--- src/rtl/bcd_disp_pkg.sv ---
// Shared definitions for the BCD display scanner.
// Holds the active-high 7-segment patterns ({g,f,e,d,c,b,a}, bit0 = a)
// and the BCD digit type used by the decoder and the scanner top.
package bcd_disp_pkg;

   typedef logic [3:0] bcd_digit_t;

   localparam logic [6:0] SEG_0    = 7'h3F;
   localparam logic [6:0] SEG_1    = 7'h06;
   localparam logic [6:0] SEG_2    = 7'h5B;
   localparam logic [6:0] SEG_3    = 7'h4F;
   localparam logic [6:0] SEG_4    = 7'h66;
   localparam logic [6:0] SEG_5    = 7'h6D;
   localparam logic [6:0] SEG_6    = 7'h7D;
   localparam logic [6:0] SEG_7    = 7'h07;
   localparam logic [6:0] SEG_8    = 7'h7F;
   localparam logic [6:0] SEG_9    = 7'h6F;
   localparam logic [6:0] SEG_DASH = 7'h40;
   localparam logic [6:0] SEG_OFF  = 7'h00;

endpackage

--- src/rtl/bcd_to_seg.sv ---
// Combinational BCD-to-7-segment decode, active-high pattern.
// Codes 10..15 show a dash (segment g only).
// Ports:
//   bcd_i  - 4-bit BCD digit
//   seg_o  - segments {g,f,e,d,c,b,a}, 1 = lit
module bcd_to_seg
   import bcd_disp_pkg::*;
(
   input  logic [3:0] bcd_i,
   output logic [6:0] seg_o
);

   always_comb begin
      seg_o = SEG_DASH;
      case (bcd_i)
         4'd0:    seg_o = SEG_0;
         4'd1:    seg_o = SEG_1;
         4'd2:    seg_o = SEG_2;
         4'd3:    seg_o = SEG_3;
         4'd4:    seg_o = SEG_4;
         4'd5:    seg_o = SEG_5;
         4'd6:    seg_o = SEG_6;
         4'd7:    seg_o = SEG_7;
         4'd8:    seg_o = SEG_8;
         4'd9:    seg_o = SEG_9;
         default: seg_o = SEG_DASH;
      endcase
   end

endmodule

--- src/rtl/bcd_display_scan.sv ---
// Time-multiplexed common-anode 7-segment scanner for packed BCD digits.
// A prescaler divides clk into digit slots; the slot counter walks the
// digits, and a shadow copy of the digits/decimal points is taken at the
// end of the last slot so every frame shows one coherent snapshot.
// All outputs are registered (1-cycle latency from idx/shadow).
// Optional build macro: LEADING_ZERO_BLANK_EN blanks leading zero digits
// (digit 0 is never blanked; dp still follows the shadow dp).
// Ports:
//   clk       - system clock, rising edge
//   reset     - synchronous, active-high
//   bcd_in    - packed digits, [3:0] = digit 0
//   dp_in     - decimal point request per digit, 1 = lit
//   seg       - segments {g,f,e,d,c,b,a} at active level
//   dp        - decimal point of active digit at active level
//   an        - one-hot anode select at active level
//   digit_sel - index of digit currently driven
module bcd_display_scan
   import bcd_disp_pkg::*;
#(
   parameter int NUM_DIGITS     = 4,
   parameter int REFRESH_DIV    = 50000,
   parameter int SEG_ACTIVE_LOW = 1,
   parameter int AN_ACTIVE_LOW  = 1
) (
   input  logic                          clk,
   input  logic                          reset,
   input  logic [4*NUM_DIGITS-1:0]       bcd_in,
   input  logic [NUM_DIGITS-1:0]         dp_in,
   output logic [6:0]                    seg,
   output logic                          dp,
   output logic [NUM_DIGITS-1:0]         an,
   output logic [$clog2(NUM_DIGITS)-1:0] digit_sel
);

   localparam int IDX_W = $clog2(NUM_DIGITS);
   localparam int CNT_W = (REFRESH_DIV > 1) ? $clog2(REFRESH_DIV) : 1;

   localparam logic [CNT_W-1:0]      CNT_LAST = CNT_W'(REFRESH_DIV - 1);
   localparam logic [IDX_W-1:0]      IDX_LAST = IDX_W'(NUM_DIGITS - 1);
   localparam logic [6:0]            SEG_OFF_LVL = (SEG_ACTIVE_LOW != 0) ? 7'h7F : 7'h00;
   localparam logic                  DP_OFF_LVL  = (SEG_ACTIVE_LOW != 0);
   localparam logic [NUM_DIGITS-1:0] AN_OFF_LVL  = (AN_ACTIVE_LOW != 0) ? '1 : '0;

   logic [CNT_W-1:0]                 cnt_q, cnt_d;
   logic [IDX_W-1:0]                 idx_q, idx_d;
   logic [NUM_DIGITS-1:0][3:0]       shadow_bcd_q, shadow_bcd_d;
   logic [NUM_DIGITS-1:0]            shadow_dp_q, shadow_dp_d;
   logic [6:0]                       seg_q, seg_d;
   logic                             dp_q, dp_d;
   logic [NUM_DIGITS-1:0]            an_q, an_d;
   logic [IDX_W-1:0]                 sel_q, sel_d;

   logic                             tick;
   bcd_digit_t                       cur_digit;
   logic [6:0]                       cur_pat;
   logic [6:0]                       vis_pat;
   logic [NUM_DIGITS-1:0]            blank;

   assign cur_digit = shadow_bcd_q[idx_q];

   bcd_to_seg u_dec (
      .bcd_i (cur_digit),
      .seg_o (cur_pat)
   );

`ifdef LEADING_ZERO_BLANK_EN
   // Walk down from the most significant digit; a digit is blanked while
   // it and everything above it is zero.
   always_comb begin
      logic lead;
      lead  = 1'b1;
      blank = '0;
      for (int i = NUM_DIGITS - 1; i >= 1; i--) begin
         lead     = lead & (shadow_bcd_q[i] == 4'd0);
         blank[i] = lead;
      end
   end
`else
   assign blank = '0;
`endif

   always_comb begin
      tick         = (cnt_q == CNT_LAST);
      cnt_d        = tick ? '0 : cnt_q + 1'b1;
      idx_d        = idx_q;
      shadow_bcd_d = shadow_bcd_q;
      shadow_dp_d  = shadow_dp_q;

      if (tick) begin
         idx_d = (idx_q == IDX_LAST) ? '0 : idx_q + 1'b1;
         // Snapshot at the end of the last slot so the next frame is coherent.
         if (idx_q == IDX_LAST) begin
            shadow_bcd_d = bcd_in;
            shadow_dp_d  = dp_in;
         end
      end

      vis_pat = blank[idx_q] ? SEG_OFF : cur_pat;
      seg_d   = (SEG_ACTIVE_LOW != 0) ? ~vis_pat : vis_pat;
      dp_d    = shadow_dp_q[idx_q] ^ DP_OFF_LVL;

      an_d = AN_OFF_LVL;
      for (int i = 0; i < NUM_DIGITS; i++) begin
         if (idx_q == IDX_W'(i)) an_d[i] = ~AN_OFF_LVL[i];
      end

      sel_d = idx_q;
   end

   always_ff @(posedge clk) begin
      if (reset) begin
         cnt_q        <= '0;
         idx_q        <= '0;
         shadow_bcd_q <= '0;
         shadow_dp_q  <= '0;
         seg_q        <= SEG_OFF_LVL;
         dp_q         <= DP_OFF_LVL;
         an_q         <= AN_OFF_LVL;
         sel_q        <= '0;
      end else begin
         cnt_q        <= cnt_d;
         idx_q        <= idx_d;
         shadow_bcd_q <= shadow_bcd_d;
         shadow_dp_q  <= shadow_dp_d;
         seg_q        <= seg_d;
         dp_q         <= dp_d;
         an_q         <= an_d;
         sel_q        <= sel_d;
      end
   end

   assign seg       = seg_q;
   assign dp        = dp_q;
   assign an        = an_q;
   assign digit_sel = sel_q;

endmodule

--- config.mk ---
export PLATFORM = sky130hd
export DESIGN_NAME = bcd_display_scan
export DESIGN_NICKNAME = d
export VERILOG_FILES = /design/src/rtl/bcd_disp_pkg.sv /design/src/rtl/bcd_to_seg.sv /design/src/rtl/bcd_display_scan.sv
export SDC_FILE = /design/constraint.sdc
export NUM_CORES = 1
export LEC_CHECK = 0
export ABC_CLOCK_PERIOD_IN_PS = 2400
export CAP_MARGIN = 10
export CORE_ASPECT_RATIO = 0.5
export CORE_UTILIZATION = 52
export DETAILED_ROUTE_END_ITERATION = 6
export GPL_ROUTABILITY_DRIVEN = 0
export PLACE_DENSITY = 0.81
export SETUP_SLACK_MARGIN = 0.5
export SLEW_MARGIN = 20
export SYNTH_ARGS = -nofsm -noshare
export SYNTH_HDL_FRONTEND = slang
export SYNTH_SLANG_ARGS = --single-unit
--- constraint.sdc ---
create_clock -name clk -period 2.4 [get_ports clk]
set_input_delay 0.48 -clock clk [delete_from_list [all_inputs] [get_ports clk]]
set_output_delay 0.48 -clock clk [all_outputs]
set_load 0.1 [all_outputs]
==> results.md, run 1 <==
* Initial core utilization at 55.8%
* EDFF count, synth at 0
* Status: finished, final reports clean
* Synth Flop Type: dfxtp_1
* Cell variety after synth at 29
* Initial antenna violation count at 0
* Worst Hold Class: reg -> reg
* Slew @ Worst Pin at 0.495 ns
* Setup violators final at 0
* Post-DRT Antenna Nets at 0
* Ant. Diodes at 0
* Row cnt at 16
* #FFs+latches synth at 52
* Syn Std Cell Area at 0.00224 mm2
* Layout Skew at 0.0166 ns
* Yosys top cell area share at 46.6%
* Crit Path Category: reg -> reg
* Die Span Y at 48.4 um
* Crit. End Element: register
* Crit path depth at 6
* DR vias at 1773
* Num CTS Buffers at 5
* Fraction of layout cells with a size suffix above 1 at 14.0%
* Syn avg cell area at 9.24 um2
* CTS tree: built
* Worst-path fanout max at 5
* Global-route wire length before repair at 7450 um
* Endpoint, Worst Hold: cnt_q[0]
* Critical R2R Launch: idx_q[0]
* Post-DP HPWL at 3160 um
* Leakage at 0.000956 uW
* Max Slew Vio Count at 0
* Synth top area cells: dfxtp_1, a21oi_1, nand3_1, ha_1, mux4_2
* CP Buf/Inv Count at 1
* Max Cap Viol at 0
* Final std cells w/o fill at 326
* Arrival time worst endpoint at 1.98 ns
* Die X-Extent at 94.7 um
* Async S/R FF share, synth at 0%
* Syn_nets at 274
* Post-synthesis sequential area ratio at 46.6%
* Vias in the first global route at 1735
* Avg WL per Cell at 13.5 um
* Grt ovf at 0
* CTS clock-pin slew for the worst setup and hold paths at 0.09 ns
* Min cycle time layout at 1.78 ns
* Sequential Area at 0.00104 mm2
* Yosys top cell by area: dfxtp_1
* Peak VDD IR at 221 uV
* Relative slew slack at 67.0%
* I/O pins at 36
* Min-Delay Startpoint: cnt_q[0]
* Area grow syn2layout at 19.2%
* YS warnings at 0
* Crit path launch type: register
* Fmax at 0.562 GHz
* RSZ-0062 raised after global routing: yes
* Mean number of vias per cell at 5.44
* Sw power at 347 uW
* Slowest cell on the critical path: mux4_2
* Total internal power at 1120 uW
* Largest net degree at the start of global routing at 23
* Die area at 0.00458 mm2
* Switch share at 23.7%
* Worst reg2reg setup slack at 0.62 ns
* Clock Power Share at 32.1%
* Seq pwr share at 59.8%
* Final Hold Viols at 0
* Place WS at 0.476 ns
* Fillers at 342
* Clock latency on the worst-skew pair at 0.31 ns
* CTS root buf: clkbuf_8
* Crit path largest cell delay at 0.55 ns
* Port Buf Inserts at 35
* H-tree levels at 2
* Placed cells at 319
* Combinational group share of total power at 8.1%
* GRT Util Overall at 21.0%
* Final setup TNS at 0 ns
* CTS sink cnt at 52
* Hold Path Depth at 1
* Critical path cell sequence: mux4_2 > inv_1 > ha_1 > nor2b_1 > mux2i_1 > or2_1
* Final Core Density at 66.6%
* DRC errors left at 0
* Multi-input gate area at 0.00108 mm2
* Final critical-path setup slack at 0.621 ns
* Iteration-0 DRC Markers at 73
* CP delay by family, top: multiplexers
* Final period util at 74.1%
* PwrDens at 550 mW/mm2
* Longest Clk Path Bufs at 2
* Core area at 0.00400 mm2
* Nets at 304
* R2r endpoint: seg[4]
* Post-Synthesis Cells at 242
* R2r worst-path depth at 6
* Final wirelength at 4390 um
* Detailed Routing Iterations Pass 1 at 4
* Worst Path Required at 2.60 ns
metrics by stage:
step / hold WS, ns / power (uW) / cell area (um2)
floorplan: 0.426 / 966 / 2240
global placement: 0.439 / 1020 / 2580
detailed placement: 0.458 / 1020 / 2580
CTS: 0.478 / 1480 / 2660
global route: 0.509 / 1520 / 2670
finish: 0.475 / 1470 / 2670
layout make-up:
class / count / area share (%)
sequential: 52 / 39.2
inverter: 8 / 1.13
clock buffer: 6 / 2.72
timing repair buffer: 42 / 13.8
clock inverter: 1 / 0.188
multi-input combinational: 163 / 40.4
tap: 54 / 2.54
power groups by stage:
stage                     registers (uW)  logic (uW)  clock network [uW]
final                                877         119                 470
after global routing                 879         126                 517
after CTS                            878         119                 480
after detailed placement             899         119                   0
after global placement               898         118                   0
after floorplan                      944        21.7                   0
cells in the final DEF, fill, tap and decap left out:
cell             count
nor2b_1              3
ha_1                10
a21oi_4              1
or2_1                1
and4b_1              1
dfxtp_1             51
or3_1                2
mux2i_1              2
and4_1               4
a21oi_1             27
clkinv_2             1
o21ai_1              2
clkbuf_1             1
buf_4               21
xor2_1              10
o31ai_1              2
or2_2                1
o21ai_0             22
nand2_1              9
mux4_2               5
inv_2                1
nand4_1              5
clkdlybuf4s50_1     21
nor4b_1              2
xnor2_1              2
clkbuf_8             5
and3_1               2
dfxtp_4              1
nand2b_2             1
nand2b_1             5
nor2_1              16
nand3_1             27
or2_4                1
inv_1                7
registers in the layout (all words and copies together), names as in the netlist:
name	count
digit_sel	2
shadow_bcd_q	16
shadow_dp_q	4
an	4
dp	1
cnt_q	16
idx_q	2
seg	7
synthesized netlist by cell type, types with 3 or more instances:
cell and n:
ha_1 10, nand4_1 5, dfxtp_1 52, o21ai_0 22
clkbuf_1 14, a21oi_1 27, nor2_1 16, buf_2 3
nand2_1 9, mux4_2 5, nor2b_1 3, nand3_1 27
and4_1 4, xor2_1 10, nand2b_1 6, inv_1 8
layer usage:
metal  part of all wire, %  global-route usage, %  vias up
met5                     0                      0        -
met4                  0.82                   7.07        0
met3                   3.4                   5.97        4
met2                    51                   37.1       28
met1                    44                   24.4      849
li1                      -                      -      892
cell families after synthesis:
logic type	Yosys count	share of synthesized area, %
xor gates and xnor gates	12	4.70
muxes	7	5.93
buffers and inverters	27	5.37
AOI/OAI and AO/OA	54	12.8
and+or+nand+nor	80	19.0
DFF	52	46.6
adders and majority gates	10	5.60
how the worst max path moves through the flow:
stage | start | endpoint | slack (ns)
2_1_floorplan | idx_q[0] | seg[4] | 0.59
3_3_place_gp | idx_q[0] | seg[4] | 0.53
3_5_place_dp | idx_q[0] | seg[4] | 0.48
4_1_cts | idx_q[0] | seg[4] | 0.56
5_1_grt | cnt_q[0] | shadow_bcd_q[3] | 0.49
6_report | idx_q[0] | seg[4] | 0.62
repair_timing:
item / CTS / global route
buffers inserted: 0 / 0
resized for setup: 1 / 3
cloned: 0 / 0
hold buffers: 0 / 0
pin swaps: 0 / 0
setup endpoints to repair: 1 / 17
No activity file was read; power rests on OpenSTA's default activity.
==> run 2: changes to the inputs <==
--- a/config.mk
+++ b/config.mk
@@ -5,13 +5,13 @@
 export SDC_FILE = /design/constraint.sdc
 export NUM_CORES = 1
 export LEC_CHECK = 0
-export ABC_CLOCK_PERIOD_IN_PS = 2400
+export ABC_CLOCK_PERIOD_IN_PS = 1500
 export CAP_MARGIN = 10
 export CORE_ASPECT_RATIO = 0.5
-export CORE_UTILIZATION = 52
+export CORE_UTILIZATION = 47
 export DETAILED_ROUTE_END_ITERATION = 6
 export GPL_ROUTABILITY_DRIVEN = 0
-export PLACE_DENSITY = 0.81
+export PLACE_DENSITY = 0.77
 export SETUP_SLACK_MARGIN = 0.5
 export SLEW_MARGIN = 20
 export SYNTH_ARGS = -nofsm -noshare
==> constraint.sdc (replaced) <==
create_clock -name clk -period 1.5 [get_ports clk]
set_input_delay 0.3 -clock clk [delete_from_list [all_inputs] [get_ports clk]]
set_output_delay 0.3 -clock clk [all_outputs]
set_load 0.1 [all_outputs]
==> run 2 against run 1 <==
Against the previous run: non-clock buffer count up 46; die area up 10%; sequential share of layout area down 13 points; first-iteration DRC count up 130%; the flow now finishes with violations (setup timing); power up 87%; cell count up 19%; clock power up 120%; sequential power up 61%.
==> results.md, run 2 (synthesis gave the netlist of run 1 again) <==
* Final Core Density at 90.0% (was 66.6%)
* Die X-Extent at 99.5 um (was 94.7 um)
* Longest Clk Path Bufs at 2 (unchanged)
* Die Span Y at 50.8 um (was 48.4 um)
* Min-Delay Startpoint: shadow_bcd_q[11] (was cnt_q[0])
* H-tree levels at 2 (unchanged)
* Detailed Routing Iterations Pass 1 at 6 (was 4)
* PwrDens at 677 mW/mm2 (was 550 mW/mm2)
* Crit path largest cell delay at 0.59 ns (was 0.55 ns)
* Clock latency on the worst-skew pair at 0.31 ns (about the same)
* Iteration-0 DRC Markers at 167 (was 73)
* Vias in the first global route at 2296 (was 1735)
* Area grow syn2layout at 80.6% (was 19.2%)
* Fmax at 0.537 GHz (was 0.562 GHz)
* Worst Setup SP: idx_q[0] (unchanged)
* Combinational group share of total power at 10.2% (was 8.1%)
* Commonest non-fill, non-tap cell in the layout: buf_4 (was dfxtp_1)
* I/O pins at 36 (unchanged)
* Num CTS Buffers at 5 (unchanged)
* Final Hold Viols at 0 (unchanged)
* Crit Path Category: reg -> reg (unchanged)
* Most frequent CP cell: mux2i_1
* Crit path launch type: register (unchanged)
* Min cycle time layout at 1.86 ns (was 1.78 ns)
* Relative slew slack at 75.8% (was 67.0%)
* Slowest cell on the critical path: mux4_2 (unchanged)
* Slew @ Worst Pin at 0.360 ns (was 0.495 ns)
* Avg WL per Cell at 24.5 um (was 13.5 um)
* CTS tree: built (unchanged)
* Layout Skew at 0.00837 ns (was 0.0166 ns)
* Peak VDD IR at 698 uV (was 221 uV)
* CP delay by family, top: multiplexers (unchanged)
* Max Cap Viol at 0 (unchanged)
* Final wirelength at 9510 um (was 4390 um)
* Leakage at 0.00142 uW (was 0.000956 uW)
* Place WS at -0.277 ns (was 0.476 ns)
* Row cnt at 17 (was 16)
* Hold-fix buffers, CTS at 0 (unchanged)
* CP Buf/Inv Count at 2 (was 1)
* Ant. Diodes at 0 (unchanged)
* Initial antenna violation count at 0 (unchanged)
* CTS clock-pin slew for the worst setup and hold paths at 0.10 ns (was 0.09 ns)
* Critical R2R Launch: idx_q[0] (unchanged)
* Post-DP HPWL at 3480 um (was 3160 um)
* Post-DRT Antenna Nets at 0 (unchanged)
* Power, Total at 2740 uW (was 1470 uW)
* Seq pwr share at 51.6% (was 59.8%)
* Total internal power at 2070 uW (was 1120 uW)
* Worst Hold Class: reg -> reg (unchanged)
* Global-route wire length before repair at 11800 um (was 7450 um)
* Initial core utilization at 49.8% (was 55.8%)
* Switch share at 24.3% (was 23.7%)
* Arrival time worst endpoint at 2.07 ns (was 1.98 ns)
* Mean number of vias per cell at 6.29 (was 5.44)
* Final std cells w/o fill at 388 (was 326)
* Worst Path Required at 1.70 ns (was 2.60 ns)
* Fraction of layout cells with a size suffix above 1 at 59.3% (was 14.0%)
* CTS root buf: clkbuf_8 (unchanged)
* RSZ-0062 raised after global routing: yes (unchanged)
* Critical path cell sequence: mux4_2 > inv_4 > ha_4 > inv_1 > mux2i_1 > mux2i_1 > or2_1 (was mux4_2 > inv_1 > ha_1 > nor2b_1 > mux2i_1 > or2_1)
* Setup violators final at 46 (was 0)
* Final critical-path setup slack at -0.364 ns (was 0.621 ns)
* Final setup TNS at -5.80 ns (was 0 ns)
* Die area at 0.00505 mm2 (was 0.00458 mm2)
* CTS sink cnt at 52 (unchanged)
* Final period util at 124% (was 74.1%)
* Max Slew Vio Count at 0 (unchanged)
* Status: finished with violations (was finished, final reports clean)
* GRT Util Overall at 32.1% (was 21.0%)
* DR vias at 2440 (was 1773)
* DRC errors left at 0 (unchanged)
* Nets at 353 (was 304)
* Commonest non-fill, non-tap cells in the layout: buf_4, dfxtp_1, nand3_1, dfxtp_2, clkdlybuf4s50_1 (was dfxtp_1, nand3_1, a21oi_1)
* Placed cells at 349 (was 319)
* Failing checks: setup timing
* Worst-path fanout max at 4 (was 5)
* Fillers at 152 (was 342)
* Port Buf Inserts at 35 (unchanged)
* Sw power at 664 uW (was 347 uW)
* Core area at 0.00449 mm2 (was 0.00400 mm2)
* Clock Power Share at 38.2% (was 32.1%)
* Largest net degree at the start of global routing at 24 (was 23)
* Crit. End Element: register (unchanged)
* Grt ovf at 0 (unchanged)
-- run 2: changes by cell type in the layout (fill, tap and decap cells not counted), sizes merged --
cell	delta
and4	+3
clkinv	+1
clkbuf	+1
bufinv	+1
inv	-2
clkinvlp	+1
buf	+45
-- run 2: worst paths after layout --
check | to | slack (ns) | cells after the start
max | seg[4] | -0.36 | 7
min | shadow_bcd_q[11] | 0.47 | 2
min reg2reg | shadow_bcd_q[11] | 0.47 | 2
max reg2reg | seg[4] | -0.36 | 7
-- run 2: worst register-to-register path, stage by stage, from the launching register on --
cell     delay (ns)
dfxtp_4        0.40
mux4_2         0.59
inv_4          0.11
ha_4           0.12
inv_1          0.06
mux2i_1        0.15
mux2i_1        0.11
or2_1          0.22
-- run 2: final cells by class --
| cell class | count | area, um2 | share of cell area (%) |
|---|---|---|---|
| Multi-Input combinational cell | 166 | 1610 | 39.9 |
| Sequential cell | 52 | 1070 | 26.6 |
| Clock buffer | 6 | 82.6 | 2.04 |
| Inverter | 8 | 51.3 | 1.27 |
| Tap cell | 66 | 82.6 | 2.04 |
| Clock inverter | 2 | 38.8 | 0.960 |
| Timing Repair Buffer | 88 | 1100 | 27.2 |
-- run 2: power groups by stage --
stage / logic, uW / clock network, uW / registers, uW
2_1_floorplan: 42.1 / 0 / 1520
3_3_place_gp: 223 / 0 / 1450
3_5_place_dp: 227 / 0 / 1450
4_1_cts: 257 / 1020 / 1410
5_1_grt: 288 / 1100 / 1410
6_report: 280 / 1040 / 1410
-- run 2: repair_timing --
action,CTS,global route
resized for setup,80,58
setup buffers,15,8
gates cloned,6,2
endpoints found under the setup margin,63,64
pin swaps,27,12
-- run 2: metal layers --
metal / vias up / global-route usage, % / wire length, um
met5: - / 0 / 0
met4: 0 / 15.4 / 535
met3: 65 / 9.33 / 890
met2: 193 / 57.6 / 4400
met1: 1172 / 35.4 / 3690
li1: 1010 / - / -
-- run 2: metrics by stage --
stage / area, um2 / hold WS, ns
floorplan: 2370 / 0.390
global placement: 3030 / 0.435
detailed placement: 3030 / 0.447
CTS: 3670 / 0.464
global route: 4040 / 0.489
finish: 4040 / 0.472
